`src/rtl/scan_pkg.sv`:
```
// -----------------------------------------------------------------------------
// scan_pkg
//   Shared definitions for the scan-to-UART sequencer: default widths, the
//   memory latency default, the latency counter width, and the FSM state type.
// -----------------------------------------------------------------------------
package scan_pkg;

    localparam int SCAN_ADDR_W  = 14;  // 16K-entry result/scan memory
    localparam int SCAN_DATA_W  = 8;   // memory / UART byte width
    localparam int SCAN_MEM_LAT = 1;   // default memory read latency (cycles)
    localparam int LAT_W        = 3;   // latency counter width, covers 0..7

    typedef enum logic [2:0] {
        ST_IDLE,
        ST_ISSUE,
        ST_SEND,
        ST_CSUM,
        ST_DONE
    } scan_state_t;

endpackage

```
`src/rtl/scan_tx_ctrl.sv`:
```
// -----------------------------------------------------------------------------
// scan_tx_ctrl
//   Walks base_addr..base_addr+length-1 of the scan memory and streams each byte
//   to the UART transmitter over a valid/ready handshake. One start pulse in
//   IDLE runs a whole scan; done pulses once at the end.
//
// Optional feature: define SCAN_CHECKSUM_EN to append a mod-256 checksum byte
//   after the data bytes (tx_last then marks only the checksum byte).
//
// Ports:
//   clk, rst     clock, asynchronous active-high reset
//   start        begin scan (sampled only in IDLE)
//   base_addr    first address, length = byte count (0 = empty scan)
//   read_select  memory read address;  read_data  memory read data
//   tx_data/tx_valid/tx_last  byte stream to UART;  tx_ready  UART accept
//   scan_start   1-cycle pulse after start accepted
//   busy         high from accepted start through the done pulse
//   done         1-cycle pulse at end of scan
// -----------------------------------------------------------------------------
module scan_tx_ctrl
    import scan_pkg::*;
#(
    parameter int ADDR_W  = SCAN_ADDR_W,
    parameter int DATA_W  = SCAN_DATA_W,
    parameter int MEM_LAT = SCAN_MEM_LAT
) (
    input  logic              clk,
    input  logic              rst,
    input  logic              start,
    input  logic [ADDR_W-1:0] base_addr,
    input  logic [ADDR_W-1:0] length,
    output logic [ADDR_W-1:0] read_select,
    input  logic [DATA_W-1:0] read_data,
    output logic [DATA_W-1:0] tx_data,
    output logic              tx_valid,
    input  logic              tx_ready,
    output logic              tx_last,
    output logic              scan_start,
    output logic              busy,
    output logic              done
);

    localparam logic [LAT_W-1:0]  LAT_LAST = LAT_W'(MEM_LAT);
    localparam logic [ADDR_W-1:0] ONE      = ADDR_W'(1);

    scan_state_t       state;
    logic [ADDR_W-1:0] cnt;   // bytes still to be handed to the UART
    logic [LAT_W-1:0]  lat;   // cycles read_select has been stable in ISSUE
`ifdef SCAN_CHECKSUM_EN
    logic [DATA_W-1:0] sum;   // running mod-256 sum of accepted data bytes
`endif

    // NOTE: every register here is state, so all assignments are non-blocking;
    // reset is asynchronous and clears outputs the moment rst rises.
    always_ff @(posedge clk or posedge rst) begin
        if (rst) begin
            state       <= ST_IDLE;
            cnt         <= '0;
            lat         <= '0;
            read_select <= '0;
            tx_data     <= '0;
            tx_valid    <= 1'b0;
            tx_last     <= 1'b0;
            scan_start  <= 1'b0;
            busy        <= 1'b0;
            done        <= 1'b0;
`ifdef SCAN_CHECKSUM_EN
            sum         <= '0;
`endif
        end else begin
            scan_start <= 1'b0;
            case (state)
                ST_IDLE: begin
                    if (start) begin
                        read_select <= base_addr;
                        cnt         <= length;
                        lat         <= '0;
                        scan_start  <= 1'b1;
                        busy        <= 1'b1;
`ifdef SCAN_CHECKSUM_EN
                        sum         <= '0;
`endif
                        state       <= (length != '0) ? ST_ISSUE : ST_DONE;
                    end
                end

                // Hold the address MEM_LAT+1 cycles so read_data is settled
                // on the final edge, then present the byte.
                ST_ISSUE: begin
                    if (lat == LAT_LAST) begin
                        tx_data  <= read_data;
                        tx_valid <= 1'b1;
`ifdef SCAN_CHECKSUM_EN
                        tx_last  <= 1'b0;
`else
                        tx_last  <= (cnt == ONE);
`endif
                        state    <= ST_SEND;
                    end else begin
                        lat <= lat + 1'b1;
                    end
                end

                ST_SEND: begin
                    if (tx_valid && tx_ready) begin
                        cnt <= cnt - ONE;
                        if (cnt == ONE) begin
`ifdef SCAN_CHECKSUM_EN
                            // Checksum byte follows immediately; it includes
                            // the byte being accepted on this edge.
                            tx_data  <= sum + tx_data;
                            tx_valid <= 1'b1;
                            tx_last  <= 1'b1;
                            state    <= ST_CSUM;
`else
                            tx_valid <= 1'b0;
                            tx_last  <= 1'b0;
                            done     <= 1'b1;
                            state    <= ST_DONE;
`endif
                        end else begin
`ifdef SCAN_CHECKSUM_EN
                            sum <= sum + tx_data;
`endif
                            tx_valid    <= 1'b0;
                            tx_last     <= 1'b0;
                            read_select <= read_select + ONE;  // wraps at 2^ADDR_W
                            lat         <= '0;
                            state       <= ST_ISSUE;
                        end
                    end
                end

                ST_CSUM: begin
                    if (tx_valid && tx_ready) begin
                        tx_valid <= 1'b0;
                        tx_last  <= 1'b0;
                        done     <= 1'b1;
                        state    <= ST_DONE;
                    end
                end

                // An empty scan arrives here with done low: raise it for one
                // cycle first, so done always follows scan_start.
                ST_DONE: begin
                    if (done) begin
                        done  <= 1'b0;
                        busy  <= 1'b0;
                        state <= ST_IDLE;
                    end else begin
                        done <= 1'b1;
                    end
                end

                default: state <= ST_IDLE;
            endcase
        end
    end

endmodule

```
`config.mk`:
```
export PLATFORM = sky130hd
export DESIGN_NAME = scan_tx_ctrl
export DESIGN_NICKNAME = d
export VERILOG_FILES = /design/src/rtl/scan_pkg.sv /design/src/rtl/scan_tx_ctrl.sv
export SDC_FILE = /design/constraint.sdc
export NUM_CORES = 1
export LEC_CHECK = 0
export ABC_AREA = 1
export CELL_PAD_IN_SITES_DETAIL_PLACEMENT = 1
export CELL_PAD_IN_SITES_GLOBAL_PLACEMENT = 1
export CORE_MARGIN = 2
export CORE_UTILIZATION = 45
export CTS_CLUSTER_DIAMETER = 30
export DETAILED_ROUTE_END_ITERATION = 10
export DONT_BUFFER_PORTS = 1
export PLACE_DENSITY = 0.83
export RECOVER_POWER = 25
export SYNTH_ARGS = -nofsm -noshare
export SYNTH_HDL_FRONTEND = slang
export SYNTH_SLANG_ARGS = --single-unit
```
`constraint.sdc`:
```
create_clock -name clk -period 3.62 [get_ports clk]
set_clock_uncertainty 0.15 [all_clocks]
set_input_delay 0.181 -clock clk [delete_from_list [all_inputs] [get_ports clk]]
set_output_delay 0.181 -clock clk [all_outputs]
set_load 0.005 [all_outputs]
```
==> run summary, run 1 <==
Status -> finished, violations left
Violated checks -> capacitance limit, slew limit
I/O Pins -> 67
Fmax -> 0.450 GHz
Slowest CP cell -> dfrtp_1
Main synth FF type -> dfrtp_1
Drt wl/cell -> 15.4 um
Final Hold Vio Count -> 0
Post-Synthesis Cells -> 442
Yosys warnings -> 0
Die Wd -> 87.2 um
H-Tree Depth -> 2
Number of synthesized flops with an enable pin -> 0
Dpl hpwl -> 5.88 mm
Die Y -> 87.2 um
Leakage power -> 1.77 nW
Top cells by area, synth -> dfrtp_1 (38%), nand2_1 (20%), nand3_1 (5.8%)
RSZ-0062 raised after global routing -> false
Clk root buf -> clkbuf_8
Synth unique cells -> 32
CTS tree -> done
Critical path class -> register to register
Initial antenna violation count -> 0
Vias in the first global route -> 3045
Share of layout cells above drive strength 1 -> 0.0998
Worst rel slew slack -> -0.252
Synthesized area -> 3110 sq um
N_diodes -> 0
Crit-path cells -> inv_2 -> nand2_4 -> nor2_4 -> buf_4 -> nand3_4 -> nand2_4 -> inv_6 -> nand2_1 -> o21ai_2
Critical Path RT -> 3.67 ns
Final setup viols -> 0
Critical Path Start Type -> register
Residual DRC count -> 0
RePlAce Congestion -> 0.811
HP Class -> primary input to register
First-pass GRT wire length -> 14.3 mm
VDD IR max -> 351 uV
Grt ovf -> 0
CTS max path bufs -> 2
First-pass iteration count of the detailed router -> 4
Syn nets -> 487
Final WL -> 8.48 mm
Crit path max-delay family -> simple AND/OR/NAND/NOR gates
Hold_buf cts -> 31
Design Power -> 2.83 mW
Max-cap violations -> 1
Post-synth top area cell -> dfrtp_1
Setup TNS -> 0 ns
Fillcell total -> 894
Worst path buffer plus inverter count -> 3
Die area -> 7600 sq um
Antenna-violating nets left -> 0
Area Growth Syn to Fin -> 14.5%
Postcts setup bufs -> 0
Period utilisation layout -> 0.615
Commonest cells in the netlist -> nand2_1 (163), dfrtp_1 (47), inv_1 (46)
Final nets -> 515
Starting Density -> 0.461
Endpoint type of the worst setup path -> register
Row cnt -> 30
Initial drt markers -> 113
Slew @ Worst Pin -> 1.88 ns
Crit-path max FO -> 21
Drt via density -> 5.30
Seq/Total Area, Yosys -> 0.378
Pwr per Cell Area -> 795 nW/um^2
Post-synth top area share -> 0.378
WP data arrival -> 2.28 ns
Synth Register Bits -> 47
Worst skew pair latency -> 0.31 ns
Most common cell in the synthesized netlist -> nand2_1
Largest stage delay on the critical path -> 0.43 ns
Slew Viols, Final -> 48
Overall fraction of global-route tracks in use -> 0.238
Pin count of the biggest net entering global routing -> 48
CTS Sinks -> 47
IO buf count -> 0
Num CTS Buffers -> 5
Final min period -> 2.22 ns
Synthesized area per cell -> 7.05 sq um
Vias after detailed routing -> 2920
Most common cell on crit path -> nand2_4
Async SR Flop Fraction -> 1.00
Resized cells post-CTS -> 0
Worst-path clk slew -> 0.09 ns
Core region area -> 6760 sq um
==> cell usage in the layout, fill, tap and decap left out, types with 2 or more instances in the layout <==
cell type / Yosys / final
o21a_1: 2 / 2
nor3_1: 2 / 2
dfrtp_1: 47 / 47
mux2_1: 7 / 7
nor2_4: 4 / 4
or2_2: 8 / 8
nor2_2: 5 / 5
o21ai_2: 7 / 7
ha_1: 5 / 5
a21oi_1: 4 / 4
o21ai_1: 9 / 9
clkbuf_8: 0 / 5
o211ai_1: 2 / 2
nand2_2: 4 / 3
nand3_1: 36 / 36
nand2_1: 163 / 164
nand2_4: 4 / 4
bufinv_16: 0 / 2
nand4_1: 7 / 7
o21ai_0: 20 / 20
nor2_1: 38 / 38
dlygate4sd3_1: 0 / 31
inv_2: 4 / 4
inv_1: 46 / 46
==> sequential cells by signal (all words and copies together), names as in the netlist <==
name         flops
state            3
tx_valid         1
read_select     14
cnt             14
tx_last          1
scan_start       1
tx_data          8
done             1
lat              3
busy             1
==> worst paths after layout <==
kind	startpoint	to	slack, ns	cells after the start
setup / recovery	state[2]$_DFFE_PP0P_	read_select[3]$_DFFE_PP0P_	1.40	9
hold / removal	length[13]	cnt[13]$_DFFE_PP0P_	0.005	4
setup reg to reg	state[2]$_DFFE_PP0P_	read_select[3]$_DFFE_PP0P_	1.40	9
hold reg to reg	busy$_DFFE_PP0P_	busy$_DFFE_PP0P_	0.37	2
max in group asynchronous	rst	busy$_DFFE_PP0P_	1.45	2
min in group asynchronous	rst	scan_start$_DFF_PP0_	0.77	2
==> area by class of cell <==
class	instances	area, sq um	area share
Timing Repair Buffer	32	318	0.0892
Clock buffer	6	72.6	0.0204
Multi-Input combinational cell	333	1640	0.461
Clock inverter	2	60.1	0.0168
Inverter	51	196	0.0551
Sequential cell	47	1180	0.330
Tap cell	80	100	0.0281
==> routing by layer <==
metal	GRT usage	wire length, um	vias to the layer above
li1	-	-	1442
met1	0.314	3920	1412
met2	0.413	4200	59
met3	0.0379	274	7
met4	0.0490	85	0
met5	0	0	-
==> metrics by stage <==
stage	area, sq um	hold slack, ns	utilization	instances	setup slack (ns)
6_report	3560	0.00494	0.528	551	1.40
5_1_grt	3560	0.0274	0.528	551	1.06
4_1_cts	3570	0.00330	0.528	551	1.39
3_5_place_dp	3120	0.167	0.462	512	1.39
3_3_place_gp	3120	0.163	0.462	512	1.46
2_1_floorplan	3110	0.158	-	442	1.98
==> worst register-to-register path: cells and delay by family, from the launching register on <==
family | cells | cell delay (ns)
DFF | 1 | 0.43
and+or+nand+nor | 5 | 0.90
buffers and inverters | 3 | 0.60
AOI/OAI and AO/OA | 1 | 0.05
==> power breakdown <==
group	switching, mW	total [mW]	internal, mW	leakage [nW]
logic	0.857	1.31	0.451	1.13
registers	0.288	1.06	0.769	0.576
clock network	0.192	0.468	0.276	0.0654
total	1.34	2.83	1.50	1.77
==> logic make-up after synthesis <==
kind of cell | count (synthesis) | synth area share
flip-flops | 47 | 0.378
buffers and inverters | 62 | 0.0944
adder cells (fa/ha/maj) | 5 | 0.0201
multiplexers | 8 | 0.0289
AND/OR/NAND/NOR | 274 | 0.392
XOR/XNOR | 1 | 0.00281
AO/OA/AOI/OAI | 45 | 0.0844
Note: power is estimated with default switching activity, not from simulation.
==> inputs of run 2 (changes only) <==
==> constraint.sdc (replaced) <==
create_clock -name clk -period 2.3 [get_ports clk]
set_clock_uncertainty 0.15 [all_clocks]
set_input_delay 0.115 -clock clk [delete_from_list [all_inputs] [get_ports clk]]
set_output_delay 0.115 -clock clk [all_outputs]
set_load 0.005 [all_outputs]
==> run summary, run 2 (synthesis results as in run 1) <==
Slowest CP cell -> dfrtp_1
Largest stage delay on the critical path -> 0.48 ns
RSZ-0062 raised after global routing -> false
Hold_ws -> 0.0953 ns
Vias in the first global route -> 3108
Commonest non-fill, non-tap cell in the layout -> nand2_1
Residual DRC count -> 0
Most common cell on crit path -> nand2_1
Grt ovf -> 0
Final setup viols -> 0
Crit-path max FO -> 8
Die Wd -> 87.2 um
FF-to-FF setup slack -> 0.33 ns
Starting Density -> 0.461
Worst rel slew slack -> 0.184
Worst-path clk slew -> 0.10 ns
Core region area -> 6760 sq um
Place WS -> 0.336 ns
Leakage power -> 1.79 nW
Final worst slack -> 0.333 ns
Worst Hold Launch -> length[0]
Area Growth Syn to Fin -> 16.6%
Slew Viols, Final -> 0
Worst flop-to-flop path startpoint -> read_select[0]$_DFFE_PP0P_
Postcts setup bufs -> 0
Final nets -> 526
Hold Path Stages -> 7
Resized cells post-CTS -> 0
Fmax -> 0.508 GHz
Initial antenna violation count -> 0
Dpl hpwl -> 6.03 mm
First-pass iteration count of the detailed router -> 4
Critical Path RT -> 2.36 ns
Reg2Reg Depth -> 8
Antenna-violating nets left -> 0
Fin util -> 0.537
HP Class -> primary input to register
Slew @ Worst Pin -> 1.22 ns
H-Tree Depth -> 2
Endpoint type of the worst setup path -> register
Critical Path Start Type -> register
Worst skew pair latency -> 0.32 ns
I/O Pins -> 67
Crit-path cells -> ha_1 -> nand2_1 -> nor2_1 -> nand3_1 -> nand3_1 -> nand2_1 -> nand2_1 -> o21ai_2
Pwr per Cell Area -> 1180 nW/um^2
Die Y -> 87.2 um
Die area -> 7600 sq um
Max-cap violations -> 0
Most frequent cells in the layout -> nand2_1 (163), dfrtp_1 (47), inv_1 (45), dlygate4sd3_1 (39), nor2_1 (38)
IO buf count -> 0
CTS max path bufs -> 2
Largest regs -> cnt (14), read_select (14), tx_data (8)
Clk root buf -> clkbuf_8
Num CTS Buffers -> 5
Vias after detailed routing -> 2962
CTS Sinks -> 47
Share of layout cells above drive strength 1 -> 0.108
VDD IR max -> 647 uV
First-pass GRT wire length -> 14.3 mm
Overall fraction of global-route tracks in use -> 0.237
Hold_buf cts -> 39
Reg-to-reg critical path endpoint -> read_select[6]$_DFFE_PP0P_
WP data arrival -> 2.02 ns
N_diodes -> 0
Final min period -> 1.97 ns
RePlAce Congestion -> 0.858
Drt wl/cell -> 14.9 um
CTS tree -> done
Status -> complete, no violations
Final Hold Vio Count -> 0
Setup TNS -> 0 ns
End of the worst hold path -> state[2]$_DFFE_PP0P_
Drt via density -> 5.27
Final WL -> 8.36 mm
Row cnt -> 30
Period utilisation layout -> 0.855
Critical path class -> register to register
Pin count of the biggest net entering global routing -> 48
Initial drt markers -> 89
[run 2: layer usage]
| metal | global-route usage | vias to the layer above | share of wire |
|---|---|---|---|
| met5 | 0 | - | 0 |
| met4 | 0.0420 | 0 | 0.0068 |
| met3 | 0.0417 | 6 | 0.033 |
| met2 | 0.418 | 51 | 0.50 |
| met1 | 0.307 | 1441 | 0.46 |
| li1 | - | 1464 | - |
[run 2: report_power, final]
part	total (mW)	switching [mW]	internal (mW)	leakage [nW]
Sequential	1.67	0.461	1.21	0.576
Combinational	2.07	1.33	0.740	1.17
Clock	0.558	0.332	0.226	0.0467
[run 2: how the worst max path moves through the flow]
stage	start	end	slack [ns]	cells after the start
global placement	read_select[0]$_DFFE_PP0P_	read_select[10]$_DFFE_PP0P_	0.46	8
detailed placement	read_select[0]$_DFFE_PP0P_	read_select[6]$_DFFE_PP0P_	0.34	8
global route	read_select[0]$_DFFE_PP0P_	read_select[12]$_DFFE_PP0P_	0.17	8
finish	read_select[0]$_DFFE_PP0P_	read_select[6]$_DFFE_PP0P_	0.33	8
floorplan	cnt[1]$_DFFE_PP0P_	read_select[2]$_DFFE_PP0P_	0.66	10
CTS	read_select[0]$_DFFE_PP0P_	read_select[6]$_DFFE_PP0P_	0.33	8
[run 2: layout make-up]
cell class                 instances  area, sq um
inverter                          51          196
clock buffer                       5         68.8
clock inverter                     3         27.5
fill                             865         3130
multi-input combinational        333         1640
tap                               80          100
sequential                        47         1180
timing repair buffer              43          418
[run 2: critical path, delay by kind of cell, from the launching register on]
kind / cells / cell delay [ns]
flops: 1 / 0.48
compound gates: 1 / 0.06
simple gates: 6 / 0.98
fa+ha+maj: 1 / 0.20
[run 2: metrics by stage]
| step | std cells | total power [mW] | cell area, sq um |
|---|---|---|---|
| CTS | 562 | 4.34 | 3630 |
| floorplan | 442 | 3.27 | 3110 |
| finish | 562 | 4.30 | 3630 |
| detailed placement | 515 | 3.71 | 3150 |
| global route | 562 | 4.75 | 3630 |
| global placement | 515 | 3.59 | 3150 |
